<file path="src/rtl/ddr_pkg.sv">
// ddr_pkg: shared types and constants for the DDR arbiter slice.
//   state_t        : arbiter FSM states
//   BA_W/ROW_W/COL_W: word-address field widths {bank, row, col}
//   T_RFC / T_RP   : controller timing constants (clocks)
package ddr_pkg;

  localparam int unsigned BA_W   = 2;
  localparam int unsigned ROW_W  = 13;
  localparam int unsigned COL_W  = 9;
  localparam int unsigned ADDR_W = BA_W + ROW_W + COL_W;
  localparam int unsigned DATA_W = 16;
  localparam int unsigned OWED_W = 4;

  localparam int unsigned T_RFC = 13;
  localparam int unsigned T_RP  = 3;

  typedef enum logic [2:0] {
    IDLE,
    READ,
    WRITE,
    REFRESH,
    GAP
  } state_t;

  typedef struct packed {
    logic [BA_W-1:0]  ba;
    logic [ROW_W-1:0] row;
    logic [COL_W-1:0] col;
  } ddr_addr_t;

endpackage

</file>
<file path="src/rtl/ddr_refresh_timer.sv">
// ddr_refresh_timer: free-running refresh interval counter plus a saturating
// count of refreshes owed to the DRAM.
//   clk, rst      : clock, async active-high reset
//   credit_take   : arbiter is issuing one refresh this edge
//   refresh_owed  : refreshes currently owed (saturates at MAX_PENDING)
module ddr_refresh_timer
  import ddr_pkg::*;
#(
  parameter int unsigned REFRESH_INTERVAL = 1000,
  parameter int unsigned MAX_PENDING      = 8
) (
  input  logic              clk,
  input  logic              rst,
  input  logic              credit_take,
  output logic [OWED_W-1:0] refresh_owed
);

  localparam int unsigned CNT_W = (REFRESH_INTERVAL > 1) ? $clog2(REFRESH_INTERVAL) : 1;

  logic [CNT_W-1:0] interval_cnt;
  logic             credit_c;

  assign credit_c = (interval_cnt == CNT_W'(REFRESH_INTERVAL - 1));

  // Interval counter wraps on each credit.
  always_ff @(posedge clk or posedge rst) begin
    if (rst) begin
      interval_cnt <= '0;
    end else if (credit_c) begin
      interval_cnt <= '0;
    end else begin
      interval_cnt <= interval_cnt + CNT_W'(1);
    end
  end

  // Owed count: a credit and an issue on the same edge cancel out.
  always_ff @(posedge clk or posedge rst) begin
    if (rst) begin
      refresh_owed <= '0;
    end else begin
      case ({credit_c, credit_take})
        2'b10: if (refresh_owed != OWED_W'(MAX_PENDING)) refresh_owed <= refresh_owed + OWED_W'(1);
        2'b01: if (refresh_owed != '0) refresh_owed <= refresh_owed - OWED_W'(1);
        default: refresh_owed <= refresh_owed;
      endcase
    end
  end

endmodule

</file>
<file path="src/rtl/ddr_arbiter.sv">
// ddr_arbiter: sole master of the DDR controller. Arbitrates a read client and
// a write client, injects periodic auto-refresh, and turns the controller's
// level-request / one-cycle-ack protocol into per-client req/ack handshakes.
// Optional: DDR_ARB_ROUND_ROBIN_EN alternates read/write priority when both
// clients request; otherwise reads always win over writes.
//   clk, rst                       : clock, async active-high reset
//   rd_req/rd_addr/rd_ack/rd_data  : read client
//   wr_req/wr_addr/wr_data/wr_ack  : write client
//   ddr_read/ddr_write/ddr_refresh : controller requests
//   ddr_addr/ddr_wdata             : controller address / write data
//   ddr_read_ack/ddr_write_ack/ddr_rdata : controller responses
//   refresh_owed                   : pending refresh count (debug)
module ddr_arbiter
  import ddr_pkg::*;
#(
  parameter int unsigned REFRESH_INTERVAL = 1000,
  parameter int unsigned REFRESH_GAP      = 15,
  parameter int unsigned MAX_PENDING      = 8
) (
  input  logic              clk,
  input  logic              rst,
  input  logic              rd_req,
  input  logic [ADDR_W-1:0] rd_addr,
  output logic              rd_ack,
  output logic [DATA_W-1:0] rd_data,
  input  logic              wr_req,
  input  logic [ADDR_W-1:0] wr_addr,
  input  logic [DATA_W-1:0] wr_data,
  output logic              wr_ack,
  output logic              ddr_read,
  output logic              ddr_write,
  output logic              ddr_refresh,
  output logic [ADDR_W-1:0] ddr_addr,
  output logic [DATA_W-1:0] ddr_wdata,
  input  logic              ddr_read_ack,
  input  logic              ddr_write_ack,
  input  logic [DATA_W-1:0] ddr_rdata,
  output logic [OWED_W-1:0] refresh_owed
);

  localparam int unsigned GAP_W = (REFRESH_GAP > 1) ? $clog2(REFRESH_GAP) : 1;

  if (REFRESH_GAP < T_RFC + 2) begin : g_gap_check
    $error("REFRESH_GAP shorter than tRFC+2");
  end

  state_t            state, state_nxt;
  logic [GAP_W-1:0]  gap_cnt, gap_cnt_nxt;
  logic              rd_ack_nxt, wr_ack_nxt;
  logic              ddr_read_nxt, ddr_write_nxt, ddr_refresh_nxt;
  logic [ADDR_W-1:0] ddr_addr_nxt;
  logic [DATA_W-1:0] ddr_wdata_nxt, rd_data_nxt;
  logic              grant_rd_c, grant_wr_c, gap_done_c, credit_take_c, owed_c;
`ifdef DDR_ARB_ROUND_ROBIN_EN
  logic              prefer_wr, prefer_wr_nxt;
`endif

  assign owed_c        = (refresh_owed != '0);
  assign gap_done_c    = (gap_cnt == GAP_W'(REFRESH_GAP - 1));
  assign credit_take_c = (state_nxt == REFRESH);

  // Client selection when no refresh is owed.
  always_comb begin
`ifdef DDR_ARB_ROUND_ROBIN_EN
    grant_rd_c = rd_req && (!wr_req || !prefer_wr);
`else
    grant_rd_c = rd_req;
`endif
    grant_wr_c = wr_req && !grant_rd_c;
  end

  ddr_refresh_timer #(
    .REFRESH_INTERVAL(REFRESH_INTERVAL),
    .MAX_PENDING     (MAX_PENDING)
  ) u_refresh_timer (
    .clk         (clk),
    .rst         (rst),
    .credit_take (credit_take_c),
    .refresh_owed(refresh_owed)
  );

  // State and registered outputs.
  always_ff @(posedge clk or posedge rst) begin
    if (rst) begin
      state       <= IDLE;
      gap_cnt     <= '0;
      rd_ack      <= 1'b0;
      wr_ack      <= 1'b0;
      rd_data     <= '0;
      ddr_read    <= 1'b0;
      ddr_write   <= 1'b0;
      ddr_refresh <= 1'b0;
      ddr_addr    <= '0;
      ddr_wdata   <= '0;
`ifdef DDR_ARB_ROUND_ROBIN_EN
      prefer_wr   <= 1'b0;
`endif
    end else begin
      state       <= state_nxt;
      gap_cnt     <= gap_cnt_nxt;
      rd_ack      <= rd_ack_nxt;
      wr_ack      <= wr_ack_nxt;
      rd_data     <= rd_data_nxt;
      ddr_read    <= ddr_read_nxt;
      ddr_write   <= ddr_write_nxt;
      ddr_refresh <= ddr_refresh_nxt;
      ddr_addr    <= ddr_addr_nxt;
      ddr_wdata   <= ddr_wdata_nxt;
`ifdef DDR_ARB_ROUND_ROBIN_EN
      prefer_wr   <= prefer_wr_nxt;
`endif
    end
  end

  // Next state: refresh first, and owed refreshes chain straight out of GAP.
  always_comb begin
    state_nxt = state;
    case (state)
      IDLE: begin
        if (owed_c)          state_nxt = REFRESH;
        else if (grant_rd_c) state_nxt = READ;
        else if (grant_wr_c) state_nxt = WRITE;
      end
      READ:    if (ddr_read_ack)  state_nxt = IDLE;
      WRITE:   if (ddr_write_ack) state_nxt = IDLE;
      REFRESH: state_nxt = GAP;
      GAP:     if (gap_done_c) state_nxt = owed_c ? REFRESH : IDLE;
      default: state_nxt = IDLE;
    endcase
  end

  // Next output values: address/data latched at grant, acks are single pulses.
  always_comb begin
    rd_ack_nxt      = 1'b0;
    wr_ack_nxt      = 1'b0;
    ddr_refresh_nxt = 1'b0;
    rd_data_nxt     = rd_data;
    ddr_read_nxt    = ddr_read;
    ddr_write_nxt   = ddr_write;
    ddr_addr_nxt    = ddr_addr;
    ddr_wdata_nxt   = ddr_wdata;
    gap_cnt_nxt     = gap_cnt;
`ifdef DDR_ARB_ROUND_ROBIN_EN
    prefer_wr_nxt   = prefer_wr;
`endif
    case (state)
      IDLE: begin
        case (state_nxt)
          REFRESH: ddr_refresh_nxt = 1'b1;
          READ: begin
            ddr_read_nxt = 1'b1;
            ddr_addr_nxt = rd_addr;
`ifdef DDR_ARB_ROUND_ROBIN_EN
            prefer_wr_nxt = 1'b1;
`endif
          end
          WRITE: begin
            ddr_write_nxt = 1'b1;
            ddr_addr_nxt  = wr_addr;
            ddr_wdata_nxt = wr_data;
`ifdef DDR_ARB_ROUND_ROBIN_EN
            prefer_wr_nxt = 1'b0;
`endif
          end
          default: ;
        endcase
      end
      READ: begin
        if (ddr_read_ack) begin
          ddr_read_nxt = 1'b0;
          rd_data_nxt  = ddr_rdata;
          rd_ack_nxt   = 1'b1;
        end
      end
      WRITE: begin
        if (ddr_write_ack) begin
          ddr_write_nxt = 1'b0;
          wr_ack_nxt    = 1'b1;
        end
      end
      REFRESH: gap_cnt_nxt = '0;
      GAP: begin
        if (gap_done_c) begin
          if (state_nxt == REFRESH) ddr_refresh_nxt = 1'b1;
        end else begin
          gap_cnt_nxt = gap_cnt + GAP_W'(1);
        end
      end
      default: ;
    endcase
  end

endmodule

</file>
<file path="config.mk">
export PLATFORM = sky130hd
export DESIGN_NAME = ddr_arbiter
export DESIGN_NICKNAME = d
export VERILOG_FILES = /design/src/rtl/ddr_pkg.sv /design/src/rtl/ddr_refresh_timer.sv /design/src/rtl/ddr_arbiter.sv
export SDC_FILE = /design/constraint.sdc
export NUM_CORES = 1
export LEC_CHECK = 0
export ABC_CLOCK_PERIOD_IN_PS = 2800
export CORE_AREA = 2 2 83 125
export CTS_BUF_LIST = sky130_fd_sc_hd__clkbuf_4
export DETAILED_ROUTE_END_ITERATION = 7
export DIE_AREA = 0 0 85 127
export MAX_ROUTING_LAYER = met4
export PLACE_DENSITY = 0.79
export SYNTH_ARGS = -nofsm -noshare
export SYNTH_HDL_FRONTEND = slang
export SYNTH_HIERARCHICAL = 1
export SYNTH_SLANG_ARGS = --single-unit
export TNS_END_PERCENT = 50
</file>
<file path="constraint.sdc">
create_clock -name clk -period 2.8 [get_ports clk]
set_clock_uncertainty 0.1 [all_clocks]
set_input_delay 0.84 -clock clk [delete_from_list [all_inputs] [get_ports clk]]
set_output_delay 0.84 -clock clk [all_outputs]
set_load 0.005 [all_outputs]
</file>
==> impl_metrics.toml <==
[global_routing]
antenna_found_initial = 0
grt_remaining_overflow = 0
grt_use_total = 0.198
grt_pass1_vias = 3495
grt_pass1_wl_um = 16700
grt_max_degree = 69

[sta]
hold_viol = 0
setup-tns-final_ps = 0
finalSetupViolCount = 0
max_freq_mhz = 384
rsz0062_at_grt = "no"
fin_crit_sh = 0.931
min_period_ps = 2610
worst_pin_slew_ps = 941
relSlewSlack = 0.372
timing.hold.ws_ps = 410
slew_violations = 0

[synthesis]
synth_edf_count = 0
ys_seq_area_frac = 0.542
yosysUniqueCellTypes = 48
synth_nets = 434
async_flop_share = 1.00
avgSynthCellArea_um2 = 11.0
ys_ff_latch = 82
yosys_most_used_dff = "dfrtp_1"
mappedNetlistArea_um2 = 3790
ys_warn_count = 6
syn_inst = 344

[drt]
dr.pass1.iters = 4
route.vias.total = 3375
wl_per_cell_um = 16.7
wl_um = 10500
drt_iter0_drc = 162
drc = 0
viasPerCell = 5.38
final_antenna_net_count = 0

[setup_path]
cp-start-kind = "flop"
cp.arrival_ps = 2810
crit_path_top_delay_cell = "or4_4"
max_stage_delay_ps = 560
path_cells = "or4_4, o211ai_1, o21ai_2, buf_4, a21o_1, mux2i_1, mux2_1"
path_class = "flop to flop"
cp.required_ps = 3010
worst_setup_path_end_kind = "flop"
cp_max_fo = 8

[min_path]
hp-class = "flop to flop"

[final_layout]
nets = 597
final_cell_mix = "150 x clkdlybuf4s50_1, 82 x dfrtp_1, 32 x o21ai_0"
antenna_cells = 0
drive_above_1_share = 0.164
layout_commonest_cell = "clkdlybuf4s50_1"
fin_area_um2 = 5660
area_growth_pct = 49.6

[clock_tree]
holdBufCountCts = 0
cts_sinks = 82
cts_buffers = 9
path_clk_slew_ps = 130
tritoncts = "done"
cts_root_buf = "clkbuf_4"
cts_max_path_buffers = 2
cts.htree.levels = 3
clk-insertion-delay-late_ps = 420

[floorplanning]
pin_count = 151
fp-row-count = 44
fp.coreArea_um2 = 9630
die_area_um2 = 10800
initial_utilization = 0.393
die_w_um = 85
die_h_um = 127

[power]
power_density_nw_per_um2 = 905
irDropWorstVdd_uv = 532
leakage_nw = 2.41

[place]
dp_hpwl_um = 7500
io_buffers = 150
dpl_cell_area_um2 = 5540
gp_congestion = 0.847

[status]
status = "finished clean"

[run]
cap_viol_max_count = 0
[logic make-up (layout without fill, tap and decap cells)]
logic type,count (synthesis),after routing,share of synthesized area
adders and majority gates,4,4,0.0132
and+or+nand+nor,85,85,0.126
xor gates and xnor gates,10,10,0.0231
buffers and inverters,29,197,0.0330
muxes,36,36,0.115
DFF,82,82,0.542
AOI/OAI and AO/OA,98,98,0.148
[final timing paths]
kind / start / endpoint / slack, ps / cells after the start
min in group asynchronous: rst / u_refresh_timer/interval_cnt[7] / 700 / 2
max in group asynchronous: rst / u_refresh_timer/refresh_owed[1] / 1520 / 2
min reg2reg: u_refresh_timer/interval_cnt[0] / u_refresh_timer/interval_cnt[0] / 410 / 1
max reg2reg: u_refresh_timer/refresh_owed[3] / u_refresh_timer/refresh_owed[1] / 190 / 7
min: u_refresh_timer/interval_cnt[0] / u_refresh_timer/interval_cnt[0] / 410 / 1
max: u_refresh_timer/refresh_owed[3] / u_refresh_timer/refresh_owed[1] / 190 / 7
[report_power, final]
part	switching, W	internal (W)	total [W]
logic	0.00112	0.00149	0.00261
clock network	0.000392	0.000200	0.000592
registers	0.000258	0.00166	0.00192
[timing repair]
item                       CTS  global route
setup buffers                0             1
gates resized for setup      0             3
setup endpoints to repair    0             2
[metrics by stage]
stage	utilization	total power [W]	setup slack (ps)	instances
3_5_place_dp	0.575	0.00457	-313	610
3_3_place_gp	0.575	0.00447	-261	610
5_1_grt	0.588	0.00546	30.8	627
4_1_cts	0.587	0.00517	65.0	626
2_1_floorplan	-	0.00312	112	344
6_report	0.588	0.00513	195	627
[critical path, delay by kind of cell (launching register included)]
| kind | cells | cell delay (ps) |
|---|---|---|
| AO/OA/AOI/OAI | 3 | 600 |
| buffers and inverters | 1 | 150 |
| flip-flops | 1 | 490 |
| multiplexers | 2 | 590 |
| AND/OR/NAND/NOR | 1 | 560 |
[sequential cells by signal (all words and copies together) (netlist names)]
signal / cells
rd_data: 16
ddr_addr: 24
ddr_refresh: 1
gap_cnt: 4
wr_ack: 1
ddr_read: 1
u_refresh_timer/refresh_owed: 4
ddr_write: 1
rd_ack: 1
state: 3
u_refresh_timer/interval_cnt: 10
ddr_wdata: 16
[area by class of cell]
| class | count | area [um2] |
|---|---|---|
| Clock buffer | 11 | 82.6 |
| Multi-Input combinational cell | 233 | 1620 |
| Inverter | 9 | 33.8 |
| Timing Repair Buffer | 172 | 1700 |
| Fill cell | 829 | 3970 |
| Sequential cell | 82 | 2050 |
| Clock inverter | 5 | 31.3 |
| Tap cell | 115 | 144 |
[per-layer routing]
layer	share of wire	up-vias	wire (um)	global-route usage
li1	-	1575	-	-
met1	0.39	1639	4120	0.227
met2	0.53	150	5520	0.343
met3	0.069	11	721	0.0446
met4	0.012	0	131	0.0607
met5	0	-	0	-
[Yosys cell counts, types with 2 or more instances]
| library cell | instances | share of area |
|---|---|---|
| and2_1 | 2 | 0.0033 |
| nor2_1 | 15 | 0.015 |
| ha_1 | 4 | 0.013 |
| a31oi_1 | 24 | 0.040 |
| and3_1 | 3 | 0.0050 |
| o21ai_0 | 34 | 0.045 |
| a21oi_1 | 29 | 0.038 |
| clkbuf_1 | 12 | 0.012 |
| mux2_4 | 9 | 0.036 |
| nor3_1 | 2 | 0.0026 |
| xor2_1 | 5 | 0.012 |
| xnor2_1 | 5 | 0.012 |
| dfrtp_1 | 82 | 0.54 |
| nand2_1 | 16 | 0.016 |
| nand3_1 | 29 | 0.038 |
| nand2b_1 | 2 | 0.0033 |
| buf_2 | 7 | 0.0093 |
| nor3_4 | 2 | 0.0086 |
| mux2_2 | 23 | 0.068 |
| inv_1 | 8 | 0.0079 |
| nor2b_1 | 2 | 0.0033 |
| mux2i_1 | 3 | 0.0079 |
Note: power is estimated with default switching activity, not from simulation.
